File: config.mk
export PLATFORM = sky130hd
export DESIGN_NAME = ysyx_25050147_exu_wbu_flat
export DESIGN_NICKNAME = d
export VERILOG_FILES = /design/src/rtl/ysyx_25050147_exu_wbu_pkg.sv /design/src/rtl/ysyx_25050147_exu_wbu_if.sv /design/src/rtl/ysyx_25050147_skid_fifo2.sv /design/src/rtl/ysyx_25050147_exu_wbu.sv /design/src/flat_wrapper.sv
export SDC_FILE = /design/constraint.sdc
export NUM_CORES = 1
export LEC_CHECK = 0
export ABC_AREA = 1
export BUFFER_PORTS_ARGS = -buffer_cell sky130_fd_sc_hd__buf_4
export CELL_PAD_IN_SITES_DETAIL_PLACEMENT = 0
export CELL_PAD_IN_SITES_GLOBAL_PLACEMENT = 1
export CORE_ASPECT_RATIO = 1.75
export CORE_MARGIN = 1
export CORE_UTILIZATION = 39
export CTS_CLUSTER_SIZE = 28
export DETAILED_ROUTE_END_ITERATION = 10
export PLACE_DENSITY_LB_ADDON = 0.1
export SLEW_MARGIN = 25
export SYNTH_ARGS = -nofsm -noshare
export SYNTH_HDL_FRONTEND = slang
export SYNTH_SLANG_ARGS = --single-unit
File: constraint.sdc
create_clock -name clk -period 4.3 [get_ports clk]
set_input_delay 0.215 -clock clk [delete_from_list [all_inputs] [get_ports clk]]
set_output_delay 0.215 -clock clk [all_outputs]
set_load 0.02 [all_outputs]
File: src/rtl/ysyx_25050147_exu_wbu_pkg.sv
// Shared widths, writeback entry layout and reset values for the EXU->WBU stage.
// Combinational definitions only; no latency, no flow control.
package ysyx_25050147_exu_wbu_pkg;
  localparam int DEF_XLEN   = 32;
  localparam int DEF_REG_AW = 5;

  typedef struct packed {
    logic [DEF_REG_AW-1:0] rd;
    logic [DEF_XLEN-1:0]   wdata;
    logic                  wen;
  } entry_t;

  localparam logic [DEF_XLEN-1:0] RESET_REDIRECT_PC  = '0;
  localparam logic                RESET_REDIRECT_VLD = 1'b0;
endpackage

File: src/rtl/ysyx_25050147_exu_wbu_if.sv
// Handshake bundle: ALU-stage input, WBU-side output and fetch redirect.
// Wires only; no latency. Flow control is valid/ready on both the in and out sides.
interface ysyx_25050147_exu_wbu_if #(
  parameter int XLEN   = 32,
  parameter int REG_AW = 5
);
  logic              in_valid;
  logic              in_ready;
  logic [XLEN-1:0]   in_pc;
  logic [XLEN-1:0]   in_imm;
  logic [XLEN-1:0]   in_alu_res;
  logic              in_is_br;
  logic              in_is_jal;
  logic              in_is_jalr;
  logic [REG_AW-1:0] in_rd;
  logic              in_rd_wen;
  logic              out_valid;
  logic              out_ready;
  logic [REG_AW-1:0] out_rd;
  logic [XLEN-1:0]   out_wdata;
  logic              out_wen;
  logic              redirect_valid;
  logic [XLEN-1:0]   redirect_pc;

  modport master (
    output in_valid, in_pc, in_imm, in_alu_res, in_is_br, in_is_jal, in_is_jalr, in_rd, in_rd_wen,
    output out_ready,
    input  in_ready, out_valid, out_rd, out_wdata, out_wen, redirect_valid, redirect_pc
  );

  modport slave (
    input  in_valid, in_pc, in_imm, in_alu_res, in_is_br, in_is_jal, in_is_jalr, in_rd, in_rd_wen,
    input  out_ready,
    output in_ready, out_valid, out_rd, out_wdata, out_wen, redirect_valid, redirect_pc
  );
endinterface

File: src/rtl/ysyx_25050147_skid_fifo2.sv
// Generic 2-entry valid/ready FIFO; push-to-pop latency 1 cycle, head driven from registers.
// o_push_rdy depends only on occupancy (not on i_pop_rdy); head data holds while not popped.
module ysyx_25050147_skid_fifo2 #(
  parameter int W = 8
) (
  input  logic         clk,
  input  logic         rst,
  input  logic         i_push_vld,
  output logic         o_push_rdy,
  input  logic [W-1:0] i_push_dat,
  output logic         o_pop_vld,
  input  logic         i_pop_rdy,
  output logic [W-1:0] o_pop_dat
);
  logic [W-1:0] r_mem [2];
  logic         r_wr_ptr;
  logic         r_rd_ptr;
  logic [1:0]   r_count;
  logic         w_push;
  logic         w_pop;

  assign o_push_rdy = (r_count != 2'd2);
  assign o_pop_vld  = (r_count != 2'd0);
  assign o_pop_dat  = r_mem[r_rd_ptr];
  assign w_push     = i_push_vld && o_push_rdy;
  assign w_pop      = o_pop_vld && i_pop_rdy;

  always_ff @(posedge clk or posedge rst) begin
    if (rst) begin
      r_mem[0] <= '0;
      r_mem[1] <= '0;
      r_wr_ptr <= 1'b0;
      r_rd_ptr <= 1'b0;
      r_count  <= 2'd0;
    end else begin
      if (w_push) begin
        r_mem[r_wr_ptr] <= i_push_dat;
        r_wr_ptr        <= ~r_wr_ptr;
      end
      if (w_pop) begin
        r_rd_ptr <= ~r_rd_ptr;
      end
      r_count <= r_count + {1'b0, w_push} - {1'b0, w_pop};
    end
  end
endmodule

File: src/rtl/ysyx_25050147_exu_wbu.sv
// Resolves branch/jump outcome, queues rd writeback in a 2-entry FIFO, registers a 1-cycle redirect.
// Accept-to-out_valid latency 1; in_ready drops when the FIFO is full or a redirect is being issued.
module ysyx_25050147_exu_wbu
  import ysyx_25050147_exu_wbu_pkg::*;
#(
  parameter int XLEN   = DEF_XLEN,
  parameter int REG_AW = DEF_REG_AW
) (
  input logic                      clk,
  input logic                      rst,
  ysyx_25050147_exu_wbu_if.slave   bus
);
  typedef struct packed {
    logic [REG_AW-1:0] rd;
    logic [XLEN-1:0]   wdata;
    logic              wen;
  } wb_entry_t;

  logic            r_redirect_valid;
  logic [XLEN-1:0] r_redirect_pc;
  logic [XLEN-1:0] w_snpc;
  logic [XLEN-1:0] w_target;
  logic [XLEN-1:0] w_npc;
  logic [XLEN-1:0] w_wdata;
  logic            w_fifo_rdy;
  logic            w_accept;
  wb_entry_t       w_push_entry;
  wb_entry_t       w_head;

  assign w_snpc   = bus.in_pc + XLEN'(4);
  assign w_target = bus.in_pc + bus.in_imm;

  always_comb begin
    w_npc   = w_snpc;
    w_wdata = bus.in_alu_res;
    if (bus.in_is_br) begin
      if (bus.in_alu_res[0]) w_npc = w_target;
    end else if (bus.in_is_jal) begin
      w_npc   = w_target;
      w_wdata = w_snpc;
    end else if (bus.in_is_jalr) begin
      w_npc   = bus.in_alu_res & ~XLEN'(1);
      w_wdata = w_snpc;
    end
  end

  // Branches never write rd, even if decode wrongly set rd_wen.
  assign w_push_entry.rd    = bus.in_rd;
  assign w_push_entry.wdata = w_wdata;
  assign w_push_entry.wen   = bus.in_rd_wen && !bus.in_is_br && (bus.in_rd != '0);

  assign bus.in_ready = w_fifo_rdy && !r_redirect_valid;
  assign w_accept     = bus.in_valid && bus.in_ready;

  ysyx_25050147_skid_fifo2 #(.W($bits(wb_entry_t))) u_fifo (
    .clk        (clk),
    .rst        (rst),
    .i_push_vld (w_accept),
    .o_push_rdy (w_fifo_rdy),
    .i_push_dat (w_push_entry),
    .o_pop_vld  (bus.out_valid),
    .i_pop_rdy  (bus.out_ready),
    .o_pop_dat  (w_head)
  );

  assign bus.out_rd    = w_head.rd;
  assign bus.out_wdata = w_head.wdata;
  assign bus.out_wen   = w_head.wen;

  always_ff @(posedge clk or posedge rst) begin
    if (rst) begin
      r_redirect_valid <= RESET_REDIRECT_VLD;
      r_redirect_pc    <= XLEN'(RESET_REDIRECT_PC);
    end else begin
      r_redirect_valid <= w_accept && (w_npc != w_snpc);
      if (w_accept && (w_npc != w_snpc)) r_redirect_pc <= w_npc;
    end
  end

  assign bus.redirect_valid = r_redirect_valid;
  assign bus.redirect_pc    = r_redirect_pc;
endmodule

File: src/flat_wrapper.sv
// flat-port wrapper written by rule: the top's interface ports become plain ports
module ysyx_25050147_exu_wbu_flat import ysyx_25050147_exu_wbu_pkg::*;
#(
  parameter int XLEN   = DEF_XLEN,
  parameter int REG_AW = DEF_REG_AW
)
  (clk, rst, bus_in_valid, bus_in_pc, bus_in_imm, bus_in_alu_res, bus_in_is_br, bus_in_is_jal, bus_in_is_jalr, bus_in_rd, bus_in_rd_wen, bus_out_ready, bus_in_ready, bus_out_valid, bus_out_rd, bus_out_wdata, bus_out_wen, bus_redirect_valid, bus_redirect_pc);
  ysyx_25050147_exu_wbu_if #(.XLEN(XLEN), .REG_AW(REG_AW)) bus_i ();
  input logic clk;
  input logic rst;
  input wire logic [$bits(bus_i.in_valid)-1:0] bus_in_valid;
  input wire logic [$bits(bus_i.in_pc)-1:0] bus_in_pc;
  input wire logic [$bits(bus_i.in_imm)-1:0] bus_in_imm;
  input wire logic [$bits(bus_i.in_alu_res)-1:0] bus_in_alu_res;
  input wire logic [$bits(bus_i.in_is_br)-1:0] bus_in_is_br;
  input wire logic [$bits(bus_i.in_is_jal)-1:0] bus_in_is_jal;
  input wire logic [$bits(bus_i.in_is_jalr)-1:0] bus_in_is_jalr;
  input wire logic [$bits(bus_i.in_rd)-1:0] bus_in_rd;
  input wire logic [$bits(bus_i.in_rd_wen)-1:0] bus_in_rd_wen;
  input wire logic [$bits(bus_i.out_ready)-1:0] bus_out_ready;
  output wire logic [$bits(bus_i.in_ready)-1:0] bus_in_ready;
  output wire logic [$bits(bus_i.out_valid)-1:0] bus_out_valid;
  output wire logic [$bits(bus_i.out_rd)-1:0] bus_out_rd;
  output wire logic [$bits(bus_i.out_wdata)-1:0] bus_out_wdata;
  output wire logic [$bits(bus_i.out_wen)-1:0] bus_out_wen;
  output wire logic [$bits(bus_i.redirect_valid)-1:0] bus_redirect_valid;
  output wire logic [$bits(bus_i.redirect_pc)-1:0] bus_redirect_pc;
  assign bus_i.in_valid = bus_in_valid;
  assign bus_i.in_pc = bus_in_pc;
  assign bus_i.in_imm = bus_in_imm;
  assign bus_i.in_alu_res = bus_in_alu_res;
  assign bus_i.in_is_br = bus_in_is_br;
  assign bus_i.in_is_jal = bus_in_is_jal;
  assign bus_i.in_is_jalr = bus_in_is_jalr;
  assign bus_i.in_rd = bus_in_rd;
  assign bus_i.in_rd_wen = bus_in_rd_wen;
  assign bus_i.out_ready = bus_out_ready;
  assign bus_in_ready = bus_i.in_ready;
  assign bus_out_valid = bus_i.out_valid;
  assign bus_out_rd = bus_i.out_rd;
  assign bus_out_wdata = bus_i.out_wdata;
  assign bus_out_wen = bus_i.out_wen;
  assign bus_redirect_valid = bus_i.redirect_valid;
  assign bus_redirect_pc = bus_i.redirect_pc;
  ysyx_25050147_exu_wbu #(.XLEN(XLEN), .REG_AW(REG_AW)) u_core (.clk(clk), .rst(rst), .bus(bus_i));
endmodule
==> impl_metrics.ini, run 1 <==
[layout]
fin_nets = 2117
antennaDiodeCount = 0
seq_area_um2 = 2830
fillers = 2913
syn_to_final_growth_pct = 21.8
multi_input_area_um2 = 6420
layout-drive-gt1-share_pct = 14.3

[floorplanning]
start_util_pct = 39.6
die_w_um = 126
die_h_um = 219
ioPinCount = 182
core_area_um2 = 26500
dieArea_um2 = 27600
rows = 79

[route]
drc = 1
wl_per_cell_um = 16.1
drt_iter0_drc = 662
ant_nets = 0
vias = 11500
first_pass_iters = 8
routed_wl_um = 37000
via_per_inst = 5.01

[global_route]
grt_pass1_wl_um = 57800
overflow = 0
track_usage_pct = 27.2
grt_pass1_vias = 10900
grt_start_max_net_pins = 63
antenna_found_initial = 0

[logic_synthesis]
synth_area_um2 = 10500
synth_seq_cells = 113
synth_area_leader_cell = nand2_1
synth_cell_type_count = 37
synth_nets = 1955
yosysMostFrequentCell = nand2_1
synth_edf_count = 0
ys_seq_area_share_pct = 27.0
ys_warn_count = 0
yosys_most_used_dff = dfrtp_1
synthCells = 1811
postSynth.asyncResetShare_pct = 100
synthTopCellsByArea = nand2_1 (28%), dfrtp_1 (27%), inv_1 (8.8%)
yosys-top-cells-count = nand2_1 (768), inv_1 (245), nand3_1 (168)
avgSynthCellArea_um2 = 5.79
synth_top_cell_area_share_pct = 27.5

[setup_path]
crit_arrival_ns = 3.58
path_max_fanout = 33
slowest_stage = fa_1
end_kind = flop
max_stage_delay_ns = 0.46
worstPathRequired_ns = 4.70
worst-r2r-setup-slack_ns = 2.13
path_common_cell = nand2_1
worstSetupPathType = in -> reg
crit_family = simple AND/OR/NAND/NOR gates
start_kind = input port
worstPathCellList = buf_4, ha_1, fa_1, nand3_1, nand3_1, nand2_1, nand2_1, xnor2_1, nand2_1, nand2_1, nand2_1, nand2_1, nand2_1, nand2_1, nand3_1, nor2_1, nand3_1, nor2_2, nand3_4, nand2_4, nand2_1, nand2_1
cp.buffers_inverters = 1

[place]
port_buffers = 181
dpl.hpwl_um = 29900
gp_congestion = 0.904

[clock_tree]
cts.sinks = 113
cts_resized = 0
root_buffer = clkbuf_16
clkTransAtPathRegs_ns = 0.05
cts_tree = done
htreeDepth = 4
clk_latency_ns = 0.46
cts_buffers = 25
clockBufferDepth = 3

[sta]
rsz0062_at_grt = no
fin_tns_setup_ns = 0
max_freq_mhz = 314
worstMarginPinSlew_ns = 0.903
hold_violations = 0
slew_viol_final = 0
setup_viol = 0
min_period_over_period_pct = 74.0
fin_skew_ns = 0.00794
layout_min_cycle_time_ns = 3.18
relSlewSlack_pct = 39.7

[power_and_ir_drop]
totalPowerFinal_mw = 6.64
peakVddDrop_uv = 329
p_per_area_nw_per_um2 = 520
p_leak_nw = 7.32

[min_path]
hold_path.class = in -> reg

[status]
status = finished with violations
violations = DRC

[run]
max-cap-violations = 0
cells by family after synthesis:
logic type      synth area share (%)
simple gates                    43.9
buf+inv                         11.8
compound gates                  11.2
xor+xnor                        1.92
fa+ha+maj                       4.25
flops                           27.0
placed cells by master (no fill, tap or decap), types with 2 or more instances in the layout:
| cell | Yosys | final |
|---|---|---|
| nand4_1 | 10 | 10 |
| clkbuf_1 | 51 | 5 |
| inv_2 | 7 | 7 |
| nor2_1 | 97 | 96 |
| o21ai_0 | 134 | 134 |
| nand3b_1 | 8 | 8 |
| and2_1 | 2 | 2 |
| xor2_1 | 16 | 16 |
| nand3_1 | 168 | 168 |
| inv_1 | 245 | 244 |
| nor3_1 | 2 | 2 |
| nand2_1 | 768 | 768 |
| nand2_4 | 2 | 2 |
| buf_4 | 0 | 197 |
| o211ai_1 | 11 | 11 |
| a21oi_1 | 44 | 44 |
| a21o_1 | 6 | 6 |
| o21bai_1 | 10 | 10 |
| clkbuf_16 | 0 | 25 |
| nor2_4 | 5 | 5 |
| clkbuf_8 | 0 | 2 |
| nor2_2 | 6 | 7 |
| nand2_2 | 25 | 25 |
| o21ai_1 | 10 | 10 |
| ha_1 | 34 | 34 |
| xnor2_1 | 7 | 7 |
| dfrtp_1 | 113 | 113 |
| or2_2 | 9 | 9 |
| nor4_1 | 2 | 2 |
cell type report:
| class | count | share of cell area [%] |
|---|---|---|
| Clock buffer | 32 | 5.26 |
| Tap cell | 324 | 3.17 |
| Inverter | 253 | 7.46 |
| Timing Repair Buffer | 198 | 11.7 |
| Sequential cell | 113 | 22.1 |
| Multi-Input combinational cell | 1382 | 50.3 |
worst reg2reg max path: stages (launching register included):
cell	delay, ns
dfrtp_1	0.39
a21oi_1	0.19
nand2_1	0.19
nor2_2	0.12
buf_4	0.33
inv_1	0.30
buf_4	0.31
nand2_1	0.12
o21ai_0	0.09
layer usage:
metal | track usage (%) | vias up | part of all wire (%)
met5 | 0 | - | 0
met3 | 2.02 | 79 | 3.5
met4 | 14.1 | 0 | 4.7
met1 | 31.9 | 5148 | 41
li1 | - | 5954 | -
met2 | 49.2 | 345 | 51
state kept, by name, indices dropped and copies added, names as in the netlist:
name                       count
u_core.u_fifo.r_mem           76
u_core.bus.redirect_pc        32
u_core.u_fifo.r_count          2
u_core.bus.redirect_valid      1
u_core.u_fifo.r_rd_ptr         1
u_core.u_fifo.r_wr_ptr         1
per-stage QoR:
stage          hold slack, ns  cells  setup slack (ns)  util, %  instance area (µm²)
3_5_place_dp            0.204   2269             0.658     45.6                12100
6_report               0.0394   2302              1.12     48.2                12800
5_1_grt                0.0586   2302             0.809     48.2                12800
3_3_place_gp            0.201   2269             0.653     45.6                12100
2_1_floorplan           0.376   1811              1.10        -                10500
4_1_cts                0.0366   2302              1.11     48.2                12800
what timing repair did:
| item | in CTS | in global routing |
|---|---|---|
| setup buffers | 0 | 0 |
| hold buffers | 1 | 0 |
| hold endpoints to repair | 22 | 0 |
power breakdown:
group	internal [mW]	leakage, nW	switching (mW)
sequential	1.57	1.40	0.317
combinational	1.19	5.59	2.01
clock	1.06	0.328	0.483
total	3.83	7.32	2.81
worst paths after layout:
check / from / endpoint / depth (start not counted)
max: bus_in_imm[0] / u_core.bus.redirect_pc[7]$_DFFE_PP0P_ / 22
min: bus_in_rd[0] / u_core.u_fifo.r_mem[71]$_DFFE_PP0P_ / 3
max reg2reg: u_core.u_fifo.r_count[1]$_DFF_PP0_ / u_core.u_fifo.r_mem[69]$_DFFE_PP0P_ / 8
min reg2reg: u_core.u_fifo.r_mem[3]$_DFFE_PP0P_ / u_core.u_fifo.r_mem[3]$_DFFE_PP0P_ / 2
max in group asynchronous: rst / u_core.u_fifo.r_rd_ptr$_DFFE_PP0P_ / 4
min in group asynchronous: rst / u_core.u_fifo.r_mem[6]$_DFFE_PP0P_ / 3
No activity file was read; power rests on OpenSTA's default activity.
==> run 2: changes to the inputs <==
- ABC_AREA: 1 -> 0
- CORE_UTILIZATION: 39 -> 43
- clock period: 4.3 -> 3.3 ns (I/O delays scaled with it)
==> run 2 against run 1 <==
  * The flow finishes with violations (setup timing)
  * Core utilization rose by 19 points
  * Global-route usage increased by 5.4 points
  * Power rose by 47%
  * Non-clock buffer count grew 329
  * Area after synthesis fell by 2.7%
  * Clock skew increased by 0.0068 ns
  * Register-to-register slack worse by 1.1 ns
  * Die area shrank 12%
==> impl_metrics.ini, run 2 <==
[status]
status = finished with violations
violations = setup timing

[logic_synthesis]
synth_edf_count = 0
synthSimpleGateAreaFrac_pct = 20.8
synth_compound_area_share_pct = 23.0
synth_seq_cells = 113
synth_area_leader_cell = dfrtp_1
synth_top_cell_area_share_pct = 27.7
ys_seq_area_share_pct = 27.7
yosys-top-cells-count = nand2_1 (150), o21ai_0 (123), dfrtp_1 (113)
avgSynthCellArea_um2 = 8.18
yosys.area_share.adder_pct = 4.37
synth_cell_type_count = 81
yosysMostFrequentCell = nand2_1
synth_area_um2 = 10200
synthTopCellsByArea = dfrtp_1 (28%), mux2_2 (6.8%), o21ai_0 (6.0%)
ys_warn_count = 0
yosys_most_used_dff = dfrtp_1
synthCells = 1246
synth-xor-area-share_pct = 6.72
synth_nets = 1390
muxShareOfSynthArea_pct = 12.8
synth_top_family_by_area = compound AO/OA/AOI/OAI gates
postSynth.asyncResetShare_pct = 100

[layout]
syn_to_final_growth_pct = 53.1
largest_register_ffs = 76
fillers = 2032
stdcell_area_um2 = 15600
final_cell_mix = buf_4 (500), nand2_1 (147), o21ai_0 (116)
instances_no_fill = 2026
largest-register = u_core.u_fifo.r_mem
seq_area_um2 = 2830
layout-drive-gt1-share_pct = 42.5
multi_input_area_um2 = 7470
mostFrequentLayoutCell = buf_4
fin_nets = 1858

[floorplanning]
die_w_um = 118
ioPinCount = 182
core_area_um2 = 23300
dieArea_um2 = 24400
start_util_pct = 43.7
die_h_um = 206
rows = 74

[route]
wl_met1_um = 15400
drt_iter0_drc = 641
wl_met2_um = 20400
ant_nets = 0
drc = 0
routed_wl_um = 39800
via_per_inst = 5.63
routed.top_layer = met4
vias = 11400
first_pass_iters = 5
wl_per_cell_um = 19.7
met3_length_um = 1550

[clock_tree]
root_buffer = clkbuf_16
cts_buffers = 25
clkTransAtPathRegs_ns = 0.05
cts.sinks = 113
clk_latency_ns = 0.47
clockBufferDepth = 3
htreeDepth = 4
cts_tree = done

[sta]
relSlewSlack_pct = 44.5
worstMarginPinSlew_ns = 0.833
setup_viol = 31
max_freq_mhz = 288
slew_viol_final = 0
fin_tns_setup_ns = -3.85
setup_slack_ns = -0.174
hold_violations = 0
rsz0062_at_grt = yes
layout_min_cycle_time_ns = 3.47
min_period_over_period_pct = 105
fin_skew_ns = 0.0147

[place]
dpl_cell_area_um2 = 14100
dpl.hpwl_um = 31300
dpl.cell_count = 1958
port_buffers = 181
gp_congestion = 0.972

[setup_path]
worstPathRequired_ns = 3.63
crit_arrival_ns = 3.80
worstSetupPathType = in -> reg
cp-startpoint = bus_in_pc[0]
timing.rr.start = u_core.u_fifo.r_count[0]$_DFF_PP0_
worst-r2r-setup-slack_ns = 1.06
start_kind = input port
end_kind = flop
timing.rr.end = u_core.u_fifo.r_mem[46]$_DFFE_PP0P_
path_max_fanout = 6
reg2reg_depth = 7

[global_route]
antenna_found_initial = 2
grt_start_max_net_pins = 85
overflow = 0
grt_pass1_vias = 11400
track_usage_pct = 32.6
grt_pass1_wl_um = 60700

[power_and_ir_drop]
p_per_area_nw_per_um2 = 624
totalPowerFinal_mw = 9.75
peakVddDrop_uv = 354
p_leak_nw = 7.26

[min_path]
min_to = u_core.u_fifo.r_rd_ptr$_DFFE_PP0P_
min-delay-start = bus_out_ready
hold_path.class = in -> reg
min_delay_path_depth = 3

[run]
max-cap-violations = 0
==> run 2: changes by cell type after synthesis, moves of 16 or more <==
cell / delta
a211oi_1: +28
inv_1: -219
mux2i_1: +27
nand3_1: -140
xnor2_1: +35
nand2_1: -618
mux2_4: +20
nand4_1: +18
mux2_2: +62
a21oi_1: +46
nand2_2: -25
clkbuf_1: +17
nor3_1: +16
==> run 2: area by class of cell <==
type | instances | area share [%]
antenna | 2 | 0.0321
clock buffer | 31 | 4.34
clock inverter | 2 | 0.0801
inverter | 28 | 0.689
multi-input combinational | 1019 | 47.8
sequential | 113 | 18.1
tap | 304 | 2.44
timing repair buffer | 527 | 26.5
==> run 2: repair_timing <==
item	4_1_cts	5_1_grt
gates cloned	3	0
hold buffers	6	0
endpoints found under the hold margin	39	0
pin swaps	25	16
endpoints found under the setup margin	33	33
resized for setup	73	24
buffers inserted	22	5
==> run 2: worst max path at each step <==
| stage | end | slack (ns) | cells past startpoint |
|---|---|---|---|
| 5_1_grt | u_core.bus.redirect_pc[5]$_DFFE_PP0P_ | -0.25 | 19 |
| 2_1_floorplan | u_core.bus.redirect_pc[0]$_DFFE_PP0P_ | -0.08 | 14 |
| 6_report | u_core.bus.redirect_pc[5]$_DFFE_PP0P_ | -0.17 | 19 |
| 4_1_cts | u_core.bus.redirect_pc[19]$_DFFE_PP0P_ | -0.11 | 19 |
| 3_5_place_dp | u_core.bus.redirect_pc[5]$_DFFE_PP0P_ | -0.80 | 15 |
| 3_3_place_gp | u_core.bus.redirect_pc[6]$_DFFE_PP0P_ | -0.81 | 16 |
==> run 2: worst max-delay path: stages <==
cell and delay, ns:
buf_6 0.10, ha_4 0.16, fa_2 0.37, a211oi_4 0.29, o211ai_1 0.17, a21oi_2 0.20
buf_4 0.14, xnor2_1 0.17, o221ai_2 0.18, xnor2_1 0.17, buf_4 0.15, nand4_1 0.10
nor4_2 0.30, buf_4 0.16, nand4_1 0.12, o21ai_4 0.24, buf_6 0.17, buf_12 0.14
mux2_4 0.29
==> run 2: where the power goes <==
group / internal (mW) / switching, mW / leakage (nW)
Combinational: 2.59 / 2.65 / 5.55
Sequential: 2.06 / 0.379 / 1.37
Clock: 1.41 / 0.654 / 0.337
Total: 6.06 / 3.69 / 7.26
==> run 2: logic make-up after synthesis <==
family,Yosys count
adder cells (fa/ha/maj),35
AO/OA/AOI/OAI,373
AND/OR/NAND/NOR,427
XOR/XNOR,72
flip-flops,113
multiplexers,112
buffers and inverters,114
==> run 2: through the flow <==
stage	hold slack, ns	setup slack [ns]	utilization [%]
after floorplan	0.316	-0.0814	-
after global placement	0.177	-0.807	60.5
after detailed placement	0.186	-0.799	60.5
after CTS	0.0508	-0.114	66.4
after global routing	0.0708	-0.254	66.9
final	0.0552	-0.174	66.9
==> run 2: routing by layer <==
layer	global-route usage, %	up-vias
met4	21.2	0
met1	35.6	5418
met3	2.97	113
met5	0	-
li1	-	5516
met2	59.8	354
==> run 3: changes to the inputs <==
- CORE_ASPECT_RATIO: 1.75 -> default
==> run 3 against run 2 <==
  * The flow still finishes with violations (setup timing)
  * Global-route usage shrank 0.13 points
  * Sequential power is essentially flat
  * Power shrank 1.6%
  * Largest cell class unchanged
  * Critical path type unchanged
  * Sequential share of layout area is essentially flat
  * Highest routed layer unchanged
  * Die area is essentially flat
  * Core utilization grew 1.1 points
  * Critical endpoint is now u_core.bus.redirect_pc[31]$_DFFE_PP0P_
==> impl_metrics.ini, run 3 (synthesis gave the netlist of run 2 again) <==
[status]
status = finished with violations
violations = setup timing

[clock_tree]
cts_buffers = 17
cts.sinks = 113
clkTransAtPathRegs_ns = 0.05
root_buffer = clkbuf_16
htreeDepth = 4
clk_latency_ns = 0.40
clockBufferDepth = 2
cts_tree = done

[layout]
layout-drive-gt1-share_pct = 42.7
utilization_pct = 68.0
antennaDiodeCount = 0
largest_register_ffs = 76
fillers = 1947
largest-register = u_core.u_fifo.r_mem
mostFrequentLayoutCell = buf_4
final_cell_mix = buf_4 (521), nand2_1 (148), o21ai_0 (116)
fin_nets = 1865
instances_no_fill = 2047
syn_to_final_growth_pct = 52.8

[setup_path]
max_stage_delay_ns = 0.54
end_kind = flop
reg2reg_depth = 6
worstPathRequired_ns = 3.58
path_max_fanout = 5
start_kind = input port
cp-startpoint = bus_in_pc[4]
critPathCapture = u_core.bus.redirect_pc[31]$_DFFE_PP0P_
timing.rr.end = u_core.u_fifo.r_mem[12]$_DFFE_PP0P_
worst-r2r-setup-slack_ns = 1.12
worstSetupPathType = in -> reg
timing.rr.start = u_core.u_fifo.r_count[0]$_DFF_PP0_
path_common_cell = buf_4
slowest_stage = or4_1
worstPathCellList = buf_4, ha_1, o211ai_1, buf_4, buf_4, o21a_1, o2bb2ai_4, buf_4, and2_1, nor4b_2, or4_1, a211oi_2, and4b_1, nand4_1, o21ai_4, buf_6, buf_16, mux2_4
crit_arrival_ns = 3.88

[floorplanning]
dieArea_um2 = 24300
rows = 55
ioPinCount = 182
core_area_um2 = 22900
die_w_um = 156
die_h_um = 156
start_util_pct = 44.5

[sta]
min_period_over_period_pct = 109
fin_skew_ns = 0.00819
worstMarginPinSlew_ns = 0.722
hold_violations = 0
relSlewSlack_pct = 51.7
setup_viol = 33
max_freq_mhz = 278
rsz0062_at_grt = yes
holdWs_ns = 0.0203
setup_slack_ns = -0.298
slew_viol_final = 0
fin_tns_setup_ns = -8.81
layout_min_cycle_time_ns = 3.60

[route]
ant_nets = 0
drc = 0
via_per_inst = 5.61
drt_iter0_drc = 756
wl_per_cell_um = 19.1
first_pass_iters = 5
routed_wl_um = 39200
vias = 11500

[global_route]
antenna_found_initial = 0
grt_pass1_wl_um = 60700
grt_start_max_net_pins = 85
overflow = 0
grt_pass1_vias = 11200
track_usage_pct = 32.4

[place]
dpl.cell_count = 1982
gp_congestion = 0.963
port_buffers = 181
dp_slack_ns = -0.794
dpl.hpwl_um = 31200

[power_and_ir_drop]
p_leak_nw = 7.30
p_per_area_nw_per_um2 = 616
peakVddDrop_uv = 469

[min_path]
hold_path.class = in -> reg

[run]
max-cap-violations = 0
run 3: per-stage QoR:
stage,power [mW],cell area (µm²)
4_1_cts,9.55,15400
2_1_floorplan,5.28,10400
3_3_place_gp,7.25,14200
6_report,9.59,15600
5_1_grt,10.2,15600
3_5_place_dp,7.37,14200
run 3: worst min path at each step:
stage               cells past startpoint    startpoint  slack (ns)                                   to
floorplan                               1  bus_in_rd[0]        0.32  u_core.u_fifo.r_mem[33]$_DFFE_PP0P_
finish                                  2  bus_in_rd[0]        0.02  u_core.u_fifo.r_mem[71]$_DFFE_PP0P_
detailed placement                      2  bus_in_rd[0]        0.42  u_core.u_fifo.r_mem[71]$_DFFE_PP0P_
CTS                                     2  bus_in_rd[0]       0.006  u_core.u_fifo.r_mem[71]$_DFFE_PP0P_
global placement                        2  bus_in_rd[0]        0.42  u_core.u_fifo.r_mem[33]$_DFFE_PP0P_
global route                            2  bus_in_rd[0]        0.01  u_core.u_fifo.r_mem[71]$_DFFE_PP0P_
run 3: area by class of cell:
type	instances	area, µm²	area share (%)
Clock buffer	19	443	2.84
Clock inverter	13	160	1.03
Inverter	28	110	0.707
Multi-Input combinational cell	1019	7380	47.4
Sequential cell	113	2830	18.1
Tap cell	313	392	2.51
Timing Repair Buffer	542	4270	27.4
run 3: report_power, final:
part           switching [mW]  internal [mW]
Sequential              0.399           2.05
Combinational            2.64           2.66
Clock                   0.632           1.21
run 3: worst max-delay path, delay by kind of cell:
family                   cells  cell delay (ns)
buffers and inverters        6             0.89
AO/OA/AOI/OAI                5             1.03
multiplexers                 1             0.29
AND/OR/NAND/NOR              5             1.15
adder cells (fa/ha/maj)      1             0.35
run 3: routing by layer:
| layer | vias up | part of all wire (%) | track usage [%] | wire, µm |
|---|---|---|---|---|
| met4 | 0 | 2.5 | 10.9 | 994 |
| met5 | - | 0 | 0 | 0 |
| met1 | 5515 | 45 | 44.0 | 17600 |
| li1 | 5538 | - | - | - |
| met3 | 60 | 5.6 | 3.94 | 2190 |
| met2 | 367 | 47 | 53.3 | 18400 |
run 3: repair_timing:
| item | in CTS | in global routing |
|---|---|---|
| pin swaps | 32 | 20 |
| setup buffers | 24 | 6 |
| endpoints found under the setup margin | 33 | 33 |
| cloned | 3 | 1 |
| hold buffers | 0 | 1 |
| resized for setup | 59 | 23 |
| endpoints found under the hold margin | 0 | 82 |
